### config.mk
export PLATFORM = sky130hd
export DESIGN_NAME = project1_loader
export DESIGN_NICKNAME = d
export VERILOG_FILES = /design/src/rtl/project1_pkg.sv /design/src/rtl/project1_loader_pulse_timer.sv /design/src/rtl/project1_loader.sv
export SDC_FILE = /design/constraint.sdc
export NUM_CORES = 1
export LEC_CHECK = 0
export CORE_AREA = 2 2 97 108
export DETAILED_ROUTE_END_ITERATION = 10
export DIE_AREA = 0 0 99 110
export MAX_ROUTING_LAYER = met4
export SETUP_SLACK_MARGIN = 0.2
export SLEW_MARGIN = 20
export SYNTH_ARGS = -nofsm -noshare
export SYNTH_HDL_FRONTEND = slang
export SYNTH_SLANG_ARGS = --single-unit
### constraint.sdc
create_clock -name clk -period 2.02 [get_ports clk]
set_clock_uncertainty 0.1 [all_clocks]
set_input_delay 0.404 -clock clk [delete_from_list [all_inputs] [get_ports clk]]
set_output_delay 0.404 -clock clk [all_outputs]
set_load 0.005 [all_outputs]
### src/rtl/project1_pkg.sv
// Shared definitions for project1 and its initiator-side loader: FSM states,
// nibble type, default strobe/gap timing and small sizing helpers.
package project1_pkg;

    localparam int DEFAULT_STROBE_CYCLES  = 5;
    localparam int DEFAULT_GAP_CYCLES     = 10;
    localparam int DEFAULT_TIMEOUT_CYCLES = 400;

    typedef logic [3:0] nibble_t;

    typedef enum logic [2:0] {
        ST_IDLE   = 3'd0,
        ST_SCAN   = 3'd1,
        ST_SETUP  = 3'd2,
        ST_STROBE = 3'd3,
        ST_GAP    = 3'd4,
        ST_COMMIT = 3'd5,
        ST_WAIT_E = 3'd6,
        ST_DONE   = 3'd7
    } state_t;

    function automatic int max3(input int a, input int b, input int c);
        int m;
        m = (a > b) ? a : b;
        return (m > c) ? m : c;
    endfunction

    // Bit width able to index v items, never less than one bit.
    function automatic int clog2_min1(input int v);
        return (v > 1) ? $clog2(v) : 1;
    endfunction

endpackage

### src/rtl/project1_loader_pulse_timer.sv
// pulse_timer: loadable down-counter; o_term is high while the count is zero.
// Loading N-1 makes the current phase last exactly N cycles.
module pulse_timer #(
    parameter int CW = 4
) (
    input  logic          clk,
    input  logic          reset,
    input  logic          i_load,
    input  logic [CW-1:0] i_load_val,
    output logic          o_term
);

    logic [CW-1:0] r_count;

    always_ff @(posedge clk) begin
        if (reset) begin
            r_count <= '0;
        end else if (i_load) begin
            r_count <= i_load_val;
        end else if (r_count != '0) begin
            r_count <= r_count - 1'b1;
        end
    end

    assign o_term = (r_count == '0);

endmodule

### src/rtl/project1_loader.sv
// project1_loader: plays a host-written (partA, partB) table into project1 as
// timed partC loads followed by a partD commit. Optional partE capture phase
// is built when PROJECT1_LOADER_CAPTURE_EN is defined.
module project1_loader
    import project1_pkg::*;
#(
    parameter int DEPTH          = 4,
    parameter int STROBE_CYCLES  = DEFAULT_STROBE_CYCLES,
    parameter int GAP_CYCLES     = DEFAULT_GAP_CYCLES,
    parameter int TIMEOUT_CYCLES = DEFAULT_TIMEOUT_CYCLES,
    parameter int IW             = clog2_min1(DEPTH)
) (
    input  logic          clk,
    input  logic          reset,
    input  logic          wr_en,
    input  logic [IW-1:0] wr_idx,
    input  logic [3:0]    wr_a,
    input  logic [3:0]    wr_b,
    input  logic          wr_valid,
    input  logic          go,
    output logic          busy,
    output logic          done,
    output logic [3:0]    partA,
    output logic [3:0]    partB,
    output logic          partC,
    output logic          partD
`ifdef PROJECT1_LOADER_CAPTURE_EN
    ,
    input  logic [3:0]    partE,
    output logic [3:0]    e_capture,
    output logic          e_valid
`endif
);

    // One extra index bit so "past the last entry" is representable.
    localparam int IXW  = IW + 1;
    localparam int MAXC = max3(STROBE_CYCLES, GAP_CYCLES, TIMEOUT_CYCLES);
    localparam int CW   = clog2_min1(MAXC);

    localparam logic [CW-1:0] LD_STROBE  = CW'(STROBE_CYCLES - 1);
    localparam logic [CW-1:0] LD_GAP     = CW'(GAP_CYCLES - 1);
`ifdef PROJECT1_LOADER_CAPTURE_EN
    localparam logic [CW-1:0] LD_TIMEOUT = CW'(TIMEOUT_CYCLES - 1);
`endif

    state_t         r_state;
    state_t         w_state_next;

    nibble_t        r_tab_a [DEPTH];
    nibble_t        r_tab_b [DEPTH];
    logic [DEPTH-1:0] r_tab_v;
    logic [DEPTH-1:0] w_hit;
    logic           w_wr_ok;

    logic [IXW-1:0] r_idx;
    logic           w_found;
    logic [IXW-1:0] w_found_idx;
    logic [IW-1:0]  w_sel;

    logic           w_tmr_load;
    logic [CW-1:0]  w_tmr_val;
    logic           w_term;

    logic           r_busy, r_done, r_part_c, r_part_d;
    nibble_t        r_part_a, r_part_b;
    logic           w_busy_next, w_done_next, w_part_c_next, w_part_d_next;
    nibble_t        w_part_a_next, w_part_b_next;

    // ------------------------------------------------------------------
    // Entry table. Indices with no matching entry simply hit nothing, so
    // out-of-range writes fall away without extra logic.
    // ------------------------------------------------------------------
    assign w_wr_ok = (r_state == ST_IDLE) && wr_en;

    generate
        for (genvar gi = 0; gi < DEPTH; gi++) begin : g_hit
            assign w_hit[gi] = w_wr_ok && (wr_idx == IW'(gi));
        end
    endgenerate

    always_ff @(posedge clk) begin
        if (reset) begin
            r_tab_v <= '0;
        end else begin
            for (int i = 0; i < DEPTH; i++) begin
                if (w_hit[i]) begin
                    r_tab_v[i] <= wr_valid;
                end
            end
        end
    end

    always_ff @(posedge clk) begin
        for (int i = 0; i < DEPTH; i++) begin
            if (w_hit[i]) begin
                r_tab_a[i] <= wr_a;
                r_tab_b[i] <= wr_b;
            end
        end
    end

    // Lowest valid entry at or above the current index; SCAN jumps straight
    // there, so skipped entries cost no cycles and produce no bus activity.
    always_comb begin
        w_found     = 1'b0;
        w_found_idx = r_idx;
        for (int i = DEPTH - 1; i >= 0; i--) begin
            if (r_tab_v[i] && (IXW'(i) >= r_idx)) begin
                w_found     = 1'b1;
                w_found_idx = IXW'(i);
            end
        end
    end

    assign w_sel = w_found_idx[IW-1:0];

    always_ff @(posedge clk) begin
        if (reset) begin
            r_idx <= '0;
        end else if (r_state == ST_IDLE) begin
            r_idx <= '0;
        end else if (r_state == ST_SCAN && w_found) begin
            r_idx <= w_found_idx;
        end else if (r_state == ST_GAP && w_term) begin
            r_idx <= r_idx + 1'b1;
        end
    end

    // ------------------------------------------------------------------
    // FSM: state register / next-state / output decode.
    // ------------------------------------------------------------------
    always_ff @(posedge clk) begin
        if (reset) begin
            r_state <= ST_IDLE;
        end else begin
            r_state <= w_state_next;
        end
    end

    always_comb begin
        w_state_next = r_state;
        case (r_state)
            ST_IDLE:   if (go) w_state_next = ST_SCAN;
            ST_SCAN:   w_state_next = w_found ? ST_SETUP : ST_COMMIT;
            ST_SETUP:  w_state_next = ST_STROBE;
            ST_STROBE: if (w_term) w_state_next = ST_GAP;
            ST_GAP:    if (w_term) w_state_next = ST_SCAN;
`ifdef PROJECT1_LOADER_CAPTURE_EN
            ST_COMMIT: if (w_term) w_state_next = ST_WAIT_E;
            ST_WAIT_E: if ((partE != 4'h0) || w_term) w_state_next = ST_DONE;
`else
            ST_COMMIT: if (w_term) w_state_next = ST_DONE;
`endif
            ST_DONE:   w_state_next = ST_IDLE;
            default:   w_state_next = ST_IDLE;
        endcase
    end

    // The timer is reloaded on entry to each timed phase.
    always_comb begin
        w_tmr_load = 1'b0;
        w_tmr_val  = '0;
        if (w_state_next != r_state) begin
            case (w_state_next)
                ST_STROBE: begin w_tmr_load = 1'b1; w_tmr_val = LD_STROBE; end
                ST_GAP:    begin w_tmr_load = 1'b1; w_tmr_val = LD_GAP;    end
                ST_COMMIT: begin w_tmr_load = 1'b1; w_tmr_val = LD_STROBE; end
`ifdef PROJECT1_LOADER_CAPTURE_EN
                ST_WAIT_E: begin w_tmr_load = 1'b1; w_tmr_val = LD_TIMEOUT; end
`endif
                default:   begin w_tmr_load = 1'b0; w_tmr_val = '0;        end
            endcase
        end
    end

    pulse_timer #(
        .CW(CW)
    ) u_timer (
        .clk        (clk),
        .reset      (reset),
        .i_load     (w_tmr_load),
        .i_load_val (w_tmr_val),
        .o_term     (w_term)
    );

    // Outputs are decoded from the next state and registered, so each
    // output lines up exactly with the state it belongs to.
    always_comb begin
        w_busy_next   = (w_state_next != ST_IDLE) && (w_state_next != ST_DONE);
        w_done_next   = (w_state_next == ST_DONE);
        w_part_c_next = (w_state_next == ST_STROBE);
        w_part_d_next = (w_state_next == ST_COMMIT);
        w_part_a_next = 4'h0;
        w_part_b_next = 4'h0;
        if (w_state_next == ST_SETUP) begin
            w_part_a_next = r_tab_a[w_sel];
            w_part_b_next = r_tab_b[w_sel];
        end else if (w_state_next == ST_STROBE || w_state_next == ST_GAP) begin
            w_part_a_next = r_part_a;
            w_part_b_next = r_part_b;
        end
    end

    always_ff @(posedge clk) begin
        if (reset) begin
            r_busy   <= 1'b0;
            r_done   <= 1'b0;
            r_part_c <= 1'b0;
            r_part_d <= 1'b0;
            r_part_a <= 4'h0;
            r_part_b <= 4'h0;
        end else begin
            r_busy   <= w_busy_next;
            r_done   <= w_done_next;
            r_part_c <= w_part_c_next;
            r_part_d <= w_part_d_next;
            r_part_a <= w_part_a_next;
            r_part_b <= w_part_b_next;
        end
    end

    assign busy  = r_busy;
    assign done  = r_done;
    assign partA = r_part_a;
    assign partB = r_part_b;
    assign partC = r_part_c;
    assign partD = r_part_d;

`ifdef PROJECT1_LOADER_CAPTURE_EN
    nibble_t r_e_capture;
    logic    r_e_valid;

    // Cleared when a sequence starts; a timeout simply leaves them cleared.
    always_ff @(posedge clk) begin
        if (reset) begin
            r_e_capture <= 4'h0;
            r_e_valid   <= 1'b0;
        end else if (r_state == ST_IDLE && go) begin
            r_e_capture <= 4'h0;
            r_e_valid   <= 1'b0;
        end else if (r_state == ST_WAIT_E && partE != 4'h0) begin
            r_e_capture <= partE;
            r_e_valid   <= 1'b1;
        end
    end

    assign e_capture = r_e_capture;
    assign e_valid   = r_e_valid;
`endif

endmodule

==> results of run 1 <==
[flip-flops by register name, indices dropped and copies added, names as in the netlist]
register	cells
r_tab_b	16
partD	1
partB	4
partA	4
r_idx	3
r_tab_a	16
done	1
r_tab_v	4
u_timer.r_count	9
r_state	3
partC	1
busy	1
[cell usage after synthesis (9+ instances only)]
master    count  area [um2]
nor2b_1      13        81.3
a221oi_1      9        78.8
a211oi_1     18         135
inv_1        13        48.8
edfxtp_1     32         961
nor3_1       12        60.1
dfxtp_1      31         621
a21oi_1       9        45.0
clkbuf_1      9        33.8
nor2_1       17        63.8
nand2_1      23        86.3
[tightest hold or removal path, delay by kind of cell (launching register included)]
kind	cells	cell delay [ns]
DFF	1	0.33
and+or+nand+nor	1	0.05
AOI/OAI and AO/OA	1	0.05
[cells in the final DEF, fill, tap and decap left out, types with 3 or more instances in the layout]
master and count:
a21oi_1 8, dfxtp_1 27, a21o_1 3, clkbuf_8 10, inv_1 10, nor2_1 10, nand2_1 19, buf_4 31
xor2_1 4, a221oi_1 6, buf_6 4, nor2b_1 11, o21ai_0 5, nand2b_1 7, nor2_4 5, mux2i_1 5
ha_1 3, nor2_2 3, a211oi_1 16, buf_12 7, o31ai_1 5, clkdlybuf4s50_1 26, nor3_1 12, nand2_2 3
edfxtp_1 32, nor4_1 3
[worst min-delay path by stage]
stage	end	startpoint	cells past startpoint	slack, ns
global placement	partA[2]$_SDFFE_PP0P_	partA[2]$_SDFFE_PP0P_	2	0.34
global route	partA[3]$_SDFFE_PP0P_	partA[3]$_SDFFE_PP0P_	2	0.37
finish	partB[2]$_SDFFE_PP0P_	partB[2]$_SDFFE_PP0P_	2	0.36
CTS	partA[2]$_SDFFE_PP0P_	partA[2]$_SDFFE_PP0P_	2	0.36
detailed placement	partA[2]$_SDFFE_PP0P_	partA[2]$_SDFFE_PP0P_	2	0.34
floorplan	partA[0]$_SDFFE_PP0P_	partA[0]$_SDFFE_PP0P_	2	0.35
[cell type report]
type,count,area [um2],area share
well taps,120,150,0.0363
inverters,13,51.3,0.0124
flip-flops and latches,63,1590,0.385
multi-input cells,181,1470,0.354
clock inverters,5,57.6,0.0139
repair buffers,68,678,0.164
clock buffers,11,141,0.0342
[power groups by stage]
stage | Clock [mW] | Combinational, mW | Sequential, mW
2_1_floorplan | 0 | 0.987 | 1.65
3_3_place_gp | 0 | 1.49 | 1.65
3_5_place_dp | 0 | 1.52 | 1.65
4_1_cts | 1.12 | 1.81 | 1.63
5_1_grt | 1.17 | 2.22 | 1.67
6_report | 1.09 | 2.04 | 1.65
[timing repair]
item                       in CTS  in global routing
setup endpoints to repair      24                 43
gates resized for setup        33                 25
setup buffers                   7                  5
pin swaps                      21                  9
[cells by family after synthesis]
group	after synthesis	synth area share
muxes	5	0.0175
AOI/OAI and AO/OA	68	0.170
and+or+nand+nor	97	0.179
xor gates and xnor gates	6	0.0183
DFF	63	0.552
adders and majority gates	5	0.0218
buffers and inverters	26	0.0410
[layer usage]
metal / share of wire / track usage / vias up
met2: 0.53 / 0.236 / 52
met5: 0 / - / -
li1: - / - / 1142
met1: 0.41 / 0.134 / 1093
met4: 0.025 / 0.0528 / 0
met3: 0.033 / 0.0378 / 17
[metrics by stage]
stage | setup WS, ns | cells
after detailed placement | -0.158 | 433
after global placement | -0.144 | 433
after floorplan | -0.0450 | 270
after CTS | 0.00741 | 456
after global routing | -0.0912 | 461
final | -0.00146 | 461
==> key figures, run 1 <==
Detailed routing
  • DR iter-0 viols: 63
  • Via density per instance: around 5
  • DRC viols: 0
  • Routed Wire Length: between 6000 and 7000 um
  • Routed Antenna Nets: 0
  • DR vias: between 2000 and 2500
  • Routed len/inst: 14.5 um
  • Drt first pass iters: 4

Finish
  • Layout area overhead: 44.3%
  • Share of cells above drive strength 1: 0.314
  • Antenna diodes: 0
  • FILL cells: 932
  • Fin util: 0.424
  • Final Net Count: 356
  • Fin area: between 4000 and 5000 um2

STA
  • Slew headroom: 0.516
  • Endpoints failing hold: 0
  • Fmax: 495 MHz
  • Crit share post-route: 1.00
  • Setup tns final: -0.00146 ns
  • Final setup viols: 1
  • Slew @ Worst Pin: 0.726 ns
  • Worst hold slack: roughly 0.36 ns
  • RSZ-0062 raised after global routing: true
  • Slew Limit Fails: 0
  • Final min period: 2.02 ns
  • Final WS setup: -0.00146 ns

Placement
  • Port bufs: 26
  • Post-DP HPWL: 4600 um
  • Dpl cell area: 3550 um2
  • Placer Congestion: approximately 0.84

Power
  • Cell Int Power: 3.12 mW
  • Sequential power share: 0.344
  • PD cells: 1160 nW/um2
  • Tot Pwr: 4.78 mW
  • Clock power frac: 0.229
  • LEAKAGE: 1.49 nW
  • Combinational power share: 0.427
  • NetSw: 1.67 mW
  • VDD IR max: 0.000783 V
  • Sw Share: 0.349

GRT
  • Vias in the first global route: 2312
  • Overflow after GRT: 0
  • GRT Util Overall: 0.131
  • Largest net degree at the start of global routing: 19
  • Initial antenna violation count: 0
  • First-pass GRT wire length: between 10000 and 15000 um

Floorplan
  • Die footprint: approximately 11000 um2
  • Die Wd: 99 um
  • Core area: 9750 um2
  • Cell row count: 38
  • Die height: roughly 110 um
  • I/O pins: 27
  • Initial Utilization: 0.294

Logic synthesis
  • Post-synth EDFFs: 32
  • Yosys warnings: 0
  • Unique masters post-synth: 47
  • Mapped Cells: 270
  • Syn nets: 290
  • Sequential share of the synthesized area: 0.552
  • Ys async rst share: 0
  • Ys flop type: edfxtp_1
  • Post-Syn Area per Cell: roughly 11 um2
  • Syn Std Cell Area: 2870 um2
  • Yosys reg bits: between 60 and 70

Setup path
  • Reg2reg start: r_idx[0]$_SDFFE_PP0P_
  • Worst setup startpoint: r_idx[0]$_SDFFE_PP0P_
  • Worst R2R Setup Slack: -0.001 ns
  • WP buf/inv: 1
  • Slowest Stage Delay on Critical Path: ~0.51 ns
  • CP cell instances: inv_2 > ha_4 > and3b_1 > o22a_1 > and2_4 > or4_4 > o31ai_1
  • Crit-path leading delay family: simple AND/OR/NAND/NOR gates
  • R2r endpoint: partB[0]$_SDFFE_PP0P_
  • Crit path max-delay cell type: or4_4
  • Instance count on the critical path: 7
  • R2R depth: 7
  • Setup crit end: partB[0]$_SDFFE_PP0P_
  • Critical Path End Type: flop
  • Required time worst endpoint: 2.18 ns
  • CP Class: flop to flop
  • Startpoint Class: flop
  • CP max FO: 8
  • Worst EP arrival: approximately 2.2 ns

CTS
  • TritonCTS Sinks: 63
  • Worst skew pair latency: about 0.34 ns
  • Hold-fix buffers, CTS: 0
  • Num CTS Buffers: 9
  • H-tree depth: 3
  • CTS tree: done
  • Root buf cell: clkbuf_8
  • Clock Pin Slew Worst Setup and Hold Paths: 0.07 ns
  • CTS max path bufs: 2

Min path
  • Worst Hold Class: flop to flop

Flow run
  • MaxCap Viol Count: 0

Outcome
  • Violated checks: negative setup slack
  • Status: complete, but fails checks
No activity file was read; power rests on OpenSTA's default activity.
==> run 2: changes to the inputs <==
--- a/config.mk
+++ b/config.mk
@@ -6,6 +6,7 @@
 export NUM_CORES = 1
 export LEC_CHECK = 0
 export CORE_AREA = 2 2 97 108
+export CTS_CLUSTER_DIAMETER = 80
 export DETAILED_ROUTE_END_ITERATION = 10
 export DIE_AREA = 0 0 99 110
 export MAX_ROUTING_LAYER = met4
==> results of run 2 <==
Final layout, timing and power as in run 1 (identical DEF).
